`config.mk`:
```
export PLATFORM = sky130hd
export DESIGN_NAME = pipeline_hazard_ctrl
export DESIGN_NICKNAME = d
export VERILOG_FILES = /design/src/rtl/pipeline_hazard_ctrl.sv
export SDC_FILE = /design/constraint.sdc
export NUM_CORES = 1
export LEC_CHECK = 0
export ABC_AREA = 1
export CAP_MARGIN = 20
export CELL_PAD_IN_SITES_DETAIL_PLACEMENT = 0
export CELL_PAD_IN_SITES_GLOBAL_PLACEMENT = 1
export CORE_MARGIN = 8
export CORE_UTILIZATION = 25
export CTS_BUF_LIST = sky130_fd_sc_hd__clkbuf_4 sky130_fd_sc_hd__clkbuf_8
export DETAILED_ROUTE_END_ITERATION = 12
export GPL_ROUTABILITY_DRIVEN = 0
export PLACE_DENSITY_LB_ADDON = 0.1
export SLEW_MARGIN = 25
export SYNTH_ARGS = -nofsm -noshare
export SYNTH_HDL_FRONTEND = slang
export SYNTH_SLANG_ARGS = --single-unit
```
`constraint.sdc`:
```
create_clock -name CLK -period 1.7 [get_ports CLK]
set_input_delay 0.17 -clock CLK [delete_from_list [all_inputs] [get_ports CLK]]
set_output_delay 0.17 -clock CLK [all_outputs]
set_load 0.01 [all_outputs]
```
`src/rtl/pipeline_hazard_ctrl.sv`:
```
// Hazard/stall controller: per-latch enable and flush vectors plus PC enable,
// with load-use bubbles, pending branch redirect, multi-cycle execute stall and sticky halt.
module pipeline_hazard_ctrl #(
    parameter int STAGES       = 4,
    parameter int REGW         = 5,
    parameter int BR_STAGE     = 2,
    parameter int MEM_STAGE    = 2,
    parameter int MULTI_CYCLES = 4
) (
    input  logic              CLK,
    input  logic              RST,
    input  logic              ihit,
    input  logic              dhit,
    input  logic              mem_req,
    input  logic              halt_in,
    input  logic              br_taken,
    input  logic [REGW-1:0]   id_rs,
    input  logic [REGW-1:0]   id_rt,
    input  logic [REGW-1:0]   ex_rd,
    input  logic              ex_memread,
    input  logic              multi_start,
    output logic [STAGES-1:0] en,
    output logic [STAGES-1:0] flush,
    output logic              pc_en,
    output logic              halted
);

    localparam logic [3:0] MC_LOAD = 4'(MULTI_CYCLES - 1);

    logic              halted_q, halted_d;
    logic [3:0]        mcnt_q, mcnt_d;
    logic              br_pend_q, br_pend_d;
    logic [STAGES-1:0] br_mask, mem_lo_mask, mem_onehot;
    logic [STAGES-1:0] en_c, flush_c;
    logic              pc_en_c;
    logic              dfreeze, mbusy, lu;

    // Static per-latch masks derived from the stage indices.
    genvar gi;
    generate
        for (gi = 0; gi < STAGES; gi++) begin : g_mask
            assign br_mask[gi]     = (gi < BR_STAGE);
            assign mem_lo_mask[gi] = (gi < MEM_STAGE);
            assign mem_onehot[gi]  = (gi == MEM_STAGE);
        end
    endgenerate

    assign dfreeze = mem_req & ~dhit;
    assign mbusy   = (mcnt_q != 4'd0);
    assign lu      = ex_memread & (ex_rd != '0) & ((ex_rd == id_rs) | (ex_rd == id_rt));

    always_comb begin
        en_c      = '0;
        flush_c   = '0;
        pc_en_c   = 1'b0;
        br_pend_d = br_pend_q;
        halted_d  = halted_q;
        mcnt_d    = mcnt_q;

        if (halted_q) begin
            // everything held off until reset
        end else if (dfreeze) begin
            if (br_taken) br_pend_d = 1'b1;
        end else if (mbusy) begin
            en_c    = ~mem_lo_mask;
            flush_c = mem_onehot;
            if (br_taken) br_pend_d = 1'b1;
        end else if (br_taken || br_pend_q) begin
            en_c      = '1;
            flush_c   = br_mask;
            pc_en_c   = 1'b1;
            br_pend_d = 1'b0;
        end else if (lu) begin
            en_c    = {{(STAGES-1){1'b1}}, 1'b0};
            flush_c = STAGES'(2);
        end else if (!ihit) begin
            en_c    = '1;
            flush_c = STAGES'(1);
        end else begin
            en_c    = '1;
            pc_en_c = 1'b1;
        end

        if (halt_in && !dfreeze) halted_d = 1'b1;

        // Counter only moves when memory is not frozen; a start while busy is dropped.
        if (!dfreeze) begin
            if (mcnt_q == 4'd0) begin
                if (multi_start) mcnt_d = MC_LOAD;
            end else begin
                mcnt_d = mcnt_q - 4'd1;
            end
        end
    end

    always_ff @(posedge CLK or posedge RST) begin
        if (RST) begin
            halted_q  <= 1'b0;
            mcnt_q    <= 4'd0;
            br_pend_q <= 1'b0;
        end else begin
            halted_q  <= halted_d;
            mcnt_q    <= mcnt_d;
            br_pend_q <= br_pend_d;
        end
    end

    assign en     = RST ? '0 : en_c;
    assign flush  = RST ? '0 : flush_c;
    assign pc_en  = RST ? 1'b0 : pc_en_c;
    assign halted = halted_q;

endmodule

```
# ---- Word level (Yosys, flattened, before mapping)
# Cells that the tools add are included.
dict set report op_classes {
  n_bitwise 7
  muxes 26
  eq_ne 3
  n_mul 0
  n_reduce_logical 9
  addsub 1
  shifts 0
  order_cmp 0
  n_div 0
}
# operator n
set ops {}
lappend ops {{2-to-1 mux 4 bit} 6}
lappend ops {{2-to-1 mux 1 bit} 14}
lappend ops {{equality test 5 bit} 2}
lappend ops {{2-to-1 mux 3 bit} 3}
lappend ops {{2-to-1 mux 2 bit} 3}
lappend ops {{nonzero test 5 bit} 1}
lappend ops {{logical NOT 4 bit} 1}
lappend ops {{AND reduction 2 bit} 2}
lappend ops {{nonzero test 4 bit} 1}
lappend ops {{subtractor 4 x 1 -> 4 bit, second input constant} 1}
lappend ops {{AND 1 bit} 3}
lappend ops {{inverter 1 bit} 3}
lappend ops {{nonzero test 3 bit} 1}
lappend ops {{inequality test 2 bit, second input constant} 1}
lappend ops {{logical AND 1 bit} 1}
lappend ops {{logical NOT 1 bit} 1}
lappend ops {{logical OR 1 bit} 1}
lappend ops {{bitwise OR 1 bit} 1}
dict set report word_totals {
  latch_bits 0
  n_memories 0
  elab_cells 49
  rom_bits 0
  reg_bits 6
  ram_bits 0
}

# ---- Longest topological paths before layout
dict set report logic_depth {
  word_depth 9
  mapped_depth 10
}

# ---- Worst setup path after synthesis
# Ideal clock, no wire load.
dict set report synth_timing {
  kind {flip-flop to output port}
  startpoint {reg mcnt_q[0]}
  endpoint {out flush[0]}
  required_ps 1530
  stages_incl_launch_ff 9
  arrival_ps 1329
  slack_ps 201
  path_cell_list {dfrtp_1 -> inv_1 -> ha_1 -> nand2_2 -> nor2_4 -> inv_2 -> nor4_4 -> nand2_2 -> nor2_1}
}
dict set report synth_via {
  elab_chain_len 5
}
# item line
set synth_lines {}
lappend synth_lines {{start: declaration} 31} ;# logic [3:0] mcnt_q, mcnt_d;
lappend synth_lines {{start signal: assignment} 103} ;# mcnt_q <= mcnt_d;
lappend synth_lines {{nonzero test 4 bit} 49} ;# assign mbusy = (mcnt_q != 4'd0);
lappend synth_lines {{2-to-1 mux 3 bit} 64} ;# end else if (mbusy) begin
lappend synth_lines {{2-to-1 mux 3 bit} 62} ;# end else if (dfreeze) begin
lappend synth_lines {{2-to-1 mux 3 bit} 60} ;# if (halted_q) begin
lappend synth_lines {{2-to-1 mux 4 bit} 109} ;# assign flush = RST ? '0 : flush_c;
lappend synth_lines {{end: declaration} 23} ;# output logic [STAGES-1:0] flush,
# No other way between the ends.

# ---- Worst setup path after layout
dict set report layout_timing {
  startpoint {reg mcnt_q[0]}
  endpoint {out flush[1]}
}
# The elaborated chain is that of the path after synthesis.

==> flow_summary.ini <==
[drt]
vias_per_cell = 4.13
wirelength_um = 1880
wl_per_cell_um = 9.91
drtIter0Drc = 22
dr.pass1.iters = 4
ant_nets = 0
remaining_drc_errors = 0
vias = 784

[synthesis]
synthArstFlopShare = 1.00
synth_top_area_frac = 0.243
ys_ff_latch = 6
synth_top_cell_by_area = dfrtp_1
synth_common_cells = 33 x nand2_1, 24 x inv_1, 11 x nor2_1, 6 x dfrtp_1
netlist_area_um2 = 618
synthFlopType = dfrtp_1
synth_edf_count = 0
ys_types = 20
synth_nets = 130
syn_area_per_cell_um2 = 5.89
yosys_warnings = 0
synthCells = 105
yosysMostFrequentCell = nand2_1
synthTopCellsByArea = dfrtp_1 24%, nand2_1 20%, inv_1 15%, nor2_1 6.7%, nor2_4 3.6%
synth_seq_area_share = 0.243

[clock_tree]
path_clk_slew_ns = 0.05
cts_tree = yes
clock-root-buffer = clkbuf_4
cts_max_level = 1
cts.sinks = 6
postCtsHoldBufs = 0
clock_latency_ns = 0.25
clock_path_buffers = 2
cts_buffers = 3

[worst_setup_path]
critical_path_class = reg -> out
reg2reg_slack_ns = 0.12
worstPathRequired_ns = 1.53
worstPathArrival_ns = 1.64
crit_path_end_kind = output pin
critPathMaxFanout = 2
rr_worst_depth = 13
r2r_end = mcnt_q[2]
reg2reg_from = mcnt_q[0]
cp-start-kind = flip-flop

[grt]
grt_use_met1 = 0.0970
grt_pass1_wl_um = 3130
grt_max_degree = 7
antenna_found_initial = 0
grt_overflow = 0
use_met2 = 0.157
grt.total_usage = 0.0890
first_global_vias = 772
busiest_layer = met2
use_met3 = 0.0221

[pwr]
power_leakage_nw = 0.665
powerDensity_nw_per_um2 = 824
vdd_drop_max_uv = 752

[outcome]
violations = setup timing
status = finished with violations

[final_layout]
drive_above_1_share = 0.306
antenna_cells = 0
area_growth_pct = 90.3
layout.nets = 187
final_cells = 190

[sta]
drv_slew = 0
worst_hold_slack_ns = 0.382
min_period_ns = 1.81
setup_viol_count_final = 4
period_share = 1.06
rsz0062_at_grt = true
setup_ws_ns = -0.110
fin_skew_ns = 0.0101
max_freq_mhz = 552
hold_viol = 0

[floorplanning]
coreArea_um2 = 2410
io_pins = 34
start_util = 0.256
die_h_um = 65.7
row_count = 18
die_area_um2 = 4320
fp.dieW_um = 65.7

[place]
placed_cells = 179
dpl.hpwl_um = 1580
port_buffers = 32

[run]
max_cap_violations = 0

[hold_path]
hold_path_class = in -> async
critical path: stages (launching register included):
cell and delay, ns:
dfrtp_1 0.39, inv_2 0.09, ha_4 0.15, nand2_4 0.05, nor2_4 0.09, inv_2 0.06
nor4_4 0.14, buf_4 0.16, a21boi_2 0.14, buf_2 0.14
routing by layer:
layer	vias to the layer above	share of wire
met1	350	0.43
li1	419	-
met2	15	0.51
met3	0	0.057
met4	0	0
met5	-	0
cells in the final DEF, fill, tap and decap left out, drive strengths merged:
cell	n
xnor2	2
a21oi	1
clkbuf	3
clkdlybuf4s50	22
dfrtp	6
dlymetal6s2s	2
nand3	4
dlygate4sd2	2
conb	1
a31oi	1
nor2	13
nor4	1
buf	28
a21boi	1
nand4	1
o21ai	6
inv	26
ha	1
nand2	36
nor3	3
worst max-delay path by stage:
stage                         start  endpoint  slack [ns]  cells past startpoint
after floorplan           mcnt_q[0]  flush[0]        0.20                      8
after global placement     ex_rd[4]  flush[1]       -0.35                     10
after detailed placement   ex_rd[4]  flush[1]       -0.37                     10
after CTS                 mcnt_q[1]  flush[1]       -0.21                      9
after global routing      mcnt_q[0]  flush[1]       -0.24                      9
final                     mcnt_q[0]  flush[1]       -0.11                      9
metrics by stage:
stage               TNS, ns  setup WS [ns]  area, um2   util  power, W
detailed placement    -2.02         -0.367       1070  0.442  0.000662
finish               -0.311         -0.110       1180  0.488  0.000969
floorplan                 0          0.201        618      -  0.000433
CTS                  -0.777         -0.213       1130  0.469  0.000933
global placement      -1.89         -0.349       1070  0.442  0.000651
global route         -0.911         -0.238       1180  0.488   0.00106
layout make-up:
type                       instances  area (um2)
fill                             256        1230
timing repair buffer              54         470
multi-input combinational         71         398
sequential                         6         150
inverter                          26        97.6
tap                               30        37.5
clock buffer                       3        22.5
flip-flops by register name, summed over array words and instances (netlist names):
name       count
halted         1
br_pend_q      1
mcnt_q         4
logic make-up (layout without fill, tap and decap cells):
logic type / after synthesis / count (layout) / synth area share
adders and majority gates: 1 / 1 / 0.0202
buffers and inverters: 28 / 83 / 0.182
other: 1 / 1 / 0.00607
xor gates and xnor gates: 2 / 2 / 0.0283
and+or+nand+nor: 58 / 58 / 0.435
AOI/OAI and AO/OA: 9 / 9 / 0.0850
DFF: 6 / 6 / 0.243
repair_timing:
item,in CTS,in global routing
resized for setup,33,10
endpoints found under the setup margin,8,9
pin swaps,6,4
hold endpoints to repair,0,0
buffers inserted,8,3
power by group:
part	total, W	internal, W	switching [W]
Sequential	0.000227	0.000192	0.0000349
Combinational	0.000605	0.000354	0.000251
Clock	0.000137	0.0000802	0.0000565
No activity file was read; power rests on OpenSTA's default activity.
==> RTL change 1: new RTL, same settings <==
The parameter `STAGES` goes from 4 to 2.
--- a/src/rtl/pipeline_hazard_ctrl.sv
+++ b/src/rtl/pipeline_hazard_ctrl.sv
@@ -2,5 +2,5 @@
 // with load-use bubbles, pending branch redirect, multi-cycle execute stall and sticky halt.
 module pipeline_hazard_ctrl #(
-    parameter int STAGES       = 4,
+    parameter int STAGES       = 2,
     parameter int REGW         = 5,
     parameter int BR_STAGE     = 2,
Interface: changed (resized en and flush); port bits go from 34 to 30. The function was not compared with the original's and may differ.
==> RTL change 1 against the unedited design <==
- wire length is 19% lower
- synthesized cell count is 5.7% lower
- sequential cell count stayed put
- sequential power is 2% lower
- count of clock-buffer cells in the layout stayed put
- power is 19% lower
- area after synthesis is 7.3% lower
- setup slack better by 0.15 ns
- design area is 12% lower
==> RTL change 1: results (changes against the unedited design) <==
[power_and_ir_drop]
swShare_pct = 35.4  ; about the same
comb_power_share_pct = 55.4  ; was 62.5%
power_clock_uw = 126  ; was 137 µW
power.leakage_uw = 0.000628  ; was 0.000665 µW

[layout]
drive_gt1_share_pct = 27.0  ; was 30.6%
final_net_count = 168  ; was 187

[detailed_routing]
wirelength_mm = 1.53  ; was 1.88 mm
drt_iter0_drc = 38  ; was 22
vias_per_cell = 3.96  ; was 4.13

[global_routing]
grt_usage_pct = 8.02  ; was 8.90%
grt_pass1_wl_mm = 2.70  ; was 3.13 mm

[setup_path]
arrival_ns = 1.49  ; was 1.64 ns
reg2reg_setup_slack_ns = 0.34  ; was 0.12 ns

[synthesis]
synth_cells = 99  ; was 105
synthDistinctLibCells = 19  ; was 20
syn_nets = 124  ; was 130
yosysSeqAreaShare_pct = 26.2  ; was 24.3%
synth_commonest_cells = nand2_1 (33), inv_1 (19), nor2_1 (12)  ; was nand2_1 (33), inv_1 (24), nor2_1 (11)
yosys-top-cells-area = dfrtp_1 (26%), nand2_1 (22%), inv_1 (12%)  ; was dfrtp_1 (24%), nand2_1 (20%), inv_1 (15%)

[placed_design]
hpwl_mm = 1.35  ; was 1.58 mm
post-place-ws_ns = -0.360  ; was -0.367 ns
dpl_cell_area_um2 = 966  ; was 1070 µm²
port_buffers = 29  ; was 32

[sta]
fin_crit_sh_pct = 97.6  ; was 106%
timing.clock.skew_ns = 0.00136  ; was 0.0101 ns

[status]
status = finished clean  ; was finished, violations left

[RTL change 1: cell types whose count changed in the layout (fill, tap and decap cells not counted), moves of 3 or more]
cell,unedited run,this run
buf_4,22,10
inv_1,20,17
clkdlybuf4s50_1,22,15
a21oi_1,1,4
dlymetal6s2s_1,2,9
[RTL change 1: area by class of cell]
type / instances / area (µm²)
clock buffer: 3 / 22.5
tap: 28 / 35.0
sequential: 6 / 150
fill: 223 / 1150
multi-input combinational: 67 / 369
timing repair buffer: 39 / 363
inverter: 26 / 97.6
[RTL change 1: repair_timing]
item                       CTS  global route
setup buffers                1             0
pin swaps                    4             7
setup endpoints to repair    5             5
resized for setup           24            17
[RTL change 1: worst paths after layout]
kind                           start   endpoint  depth (start not counted)
max in group asynchronous        RST  mcnt_q[2]                          2
setup / recovery           mcnt_q[0]   flush[1]                          7
setup reg to reg           mcnt_q[0]  mcnt_q[3]                          9
hold reg to reg            br_pend_q  br_pend_q                          2
hold / removal                   RST  mcnt_q[3]                          2
min in group CLK             halt_in     halted                          3
[RTL change 1: cell families after synthesis]
kind of cell	count (synthesis)	synth area share, %
buffers and inverters	26	17.0
adder cells (fa/ha/maj)	1	2.18
AO/OA/AOI/OAI	10	9.83
AND/OR/NAND/NOR	54	41.7
flip-flops	6	26.2
XOR/XNOR	2	3.06
[RTL change 1: critical path, stage by stage, from the launching register on]
cell and delay [ns]:
dfrtp_1 0.38, inv_2 0.07, ha_4 0.14, nand3_4 0.07
nor4_4 0.15, buf_4 0.16, a21boi_2 0.13, buf_2 0.14
[RTL change 1: per-layer routing]
layer	global-route usage, %	share of wire [%]	vias to the layer above	routed length [µm]
met5	0	0	-	0
met2	13.9	53	14	808
met4	2.51	0.52	0	8
met3	3.31	6.3	2	96
met1	8.63	40	276	612
li1	-	-	378	-
==> RTL change 2: new RTL, same flow settings <==
Without the edit above. Register the outputs `en`, `flush` and `pc_en`, without a reset; this adds one clock of latency there. The other outputs are not delayed to match.
--- a/src/rtl/pipeline_hazard_ctrl.sv
+++ b/src/rtl/pipeline_hazard_ctrl.sv
@@ -106,7 +106,9 @@
     end
 
-    assign en     = RST ? '0 : en_c;
-    assign flush  = RST ? '0 : flush_c;
-    assign pc_en  = RST ? 1'b0 : pc_en_c;
+    always_ff @(posedge CLK) begin
+        en    <= RST ? '0 : en_c;
+        flush <= RST ? '0 : flush_c;
+        pc_en <= RST ? 1'b0 : pc_en_c;
+    end
     assign halted = halted_q;
 
Behaviour: not the same (a bounded check fails within 4 cycles, from zero or initial values and one cycle with RST high).
==> RTL change 2 against the unedited design <==
- core utilization is 11 points lower
- design area is 3.4% lower
- worst hold slack worse by 0.22 ns
- power is 5.0% lower
- register-to-register slack better by 0.18 ns
- clock power is 49% higher
- area after synthesis is 23% higher
- wire length is 8.5% lower
- non-clock buffer count is 22 lower
- setup slack better by 0.41 ns
- sequential power is 70% higher
- final cell count is 6.8% lower
- sequential cell count is 7 higher
- highest routed layer is now met4
==> RTL change 2: results (changes against the unedited design) <==
[status]
status = finished clean  ; was finished, violations left

[setup_path]
path_delay_family = flip-flops  ; was buffers and inverters
critPathMaxFanout = 6  ; was 2
arrival_ns = 1.61  ; was 1.64 ns
r2r-start = mcnt_q[0]  ; unchanged
worstRegToRegCells = 8  ; was 13
critPathMaxStageDelay_ns = 0.36  ; was 0.39 ns

[cts]
cts-resized-gates = 0  ; was 33
clk_pin_slew_worst_paths_ns = 0.08  ; was 0.05 ns
postCtsSetupBuffers = 0  ; was 8
clkLatencyLatePin_ns = 0.28  ; was 0.25 ns

[synthesis]
yosysSeqAreaShare_pct = 38.2  ; was 24.3%
yosys-top-cells-area = dfrtp_1 (20%), dfxtp_1 (18%), nand2_1 (14%)  ; was dfrtp_1 (24%), nand2_1 (20%), inv_1 (15%)
syn_nets = 135  ; was 130
syn_avg_cell_area_um2 = 6.90  ; was 5.89 µm²
synth_async_sr_flop_share_pct = 46.2  ; was 100%
yosysWarnings = 0  ; unchanged
synth_commonest_cells = nand2_1 (29), inv_1 (25), nor2_1 (13)  ; was nand2_1 (33), inv_1 (24), nor2_1 (11)
ys.flop_type = dfxtp_1  ; was dfrtp_1
synthDistinctLibCells = 25  ; was 20

[sta]
timing.clock.skew_ns = 0.0115  ; was 0.0101 ns

[layout]
instances_no_fill = 177  ; was 190
final_net_count = 170  ; was 187
largestRegisters = mcnt_q (4), en (3), flush (3)
drive_gt1_share_pct = 9.72  ; was 30.6%
fillers = 313  ; was 256

[power_and_ir_drop]
power.leakage_uw = 0.000564  ; was 0.000665 µW
ir_worst_vdd_mv = 0.481  ; was 0.752 mV

[global_routing]
antenna_found_initial = 0  ; unchanged
grt_pass1_wl_mm = 2.94  ; was 3.13 mm
grt_usage_pct = 7.22  ; was 8.90%
grt_pass1_vias = 665  ; was 772
grt_start_max_net_pins = 8  ; was 7

[detailed_routing]
drc = 0  ; unchanged
first_pass_iters = 4  ; unchanged
vias = 707  ; was 784
avgRoutedWirePerCell_um = 9.73  ; was 9.91 µm
drt_iter0_drc = 35  ; was 22

[placed_design]
port_buffers = 32  ; unchanged
hpwl_mm = 1.50  ; was 1.58 mm
post-place-ws_ns = 0.199  ; was -0.367 ns

-- RTL change 2: cell types whose count changed after synthesis, sizes merged --
cell   delta
dfxtp     +7
inv       +1
nor4      -1
nor3      -1
o31ai     +1
o21ai     -1
nor2      +2
xor2      +1
nand2     -5
a21oi     +1
-- RTL change 2: per-layer routing --
layer | wire [µm] | vias up | GRT usage (%)
met2 | 769 | 19 | 10.6
li1 | - | 390 | -
met1 | 822 | 296 | 8.60
met5 | 0 | - | 0
met3 | 118 | 2 | 3.81
met4 | 12 | 0 | 2.77
-- RTL change 2: logic make-up after synthesis --
kind of cell	count (synthesis)	share of synthesized area, %
AOI/OAI and AO/OA	10	9.39
other	1	0.494
adders and majority gates	1	1.65
and+or+nand+nor	53	31.5
DFF	13	38.2
xor gates and xnor gates	3	3.46
buffers and inverters	29	15.3
-- RTL change 2: through the flow --
stage	hold WS (ns)	util [%]	area, µm²	total power [µW]
CTS	0.164	38.2	1140	937
floorplan	-0.0390	-	759	622
detailed placement	0.472	37.1	1110	729
finish	0.162	38.2	1140	921
global placement	0.468	37.1	1110	724
global route	0.168	38.2	1140	1000
-- RTL change 2: final cells by class --
cell class / count / share of cell area [%]
clock buffer: 4 / 2.64
tap: 33 / 3.63
timing repair buffer: 32 / 28.2
inverter: 27 / 8.92
sequential: 13 / 25.6
multi-input combinational: 68 / 31.1
-- RTL change 2: worst paths after layout --
kind | slack [ns] | endpoint
max in group asynchronous | 1.34 | mcnt_q[0]
min in group CLK | 0.44 | halted
setup reg to reg | 0.30 | mcnt_q[2]
hold / removal | 0.16 | mcnt_q[3]
hold reg to reg | 0.49 | mcnt_q[1]
setup / recovery | 0.30 | mcnt_q[2]
-- RTL change 2: report_power, final --
group	internal, µW	switching, µW
logic	147	184
registers	355	30.9
clock network	107	97.1
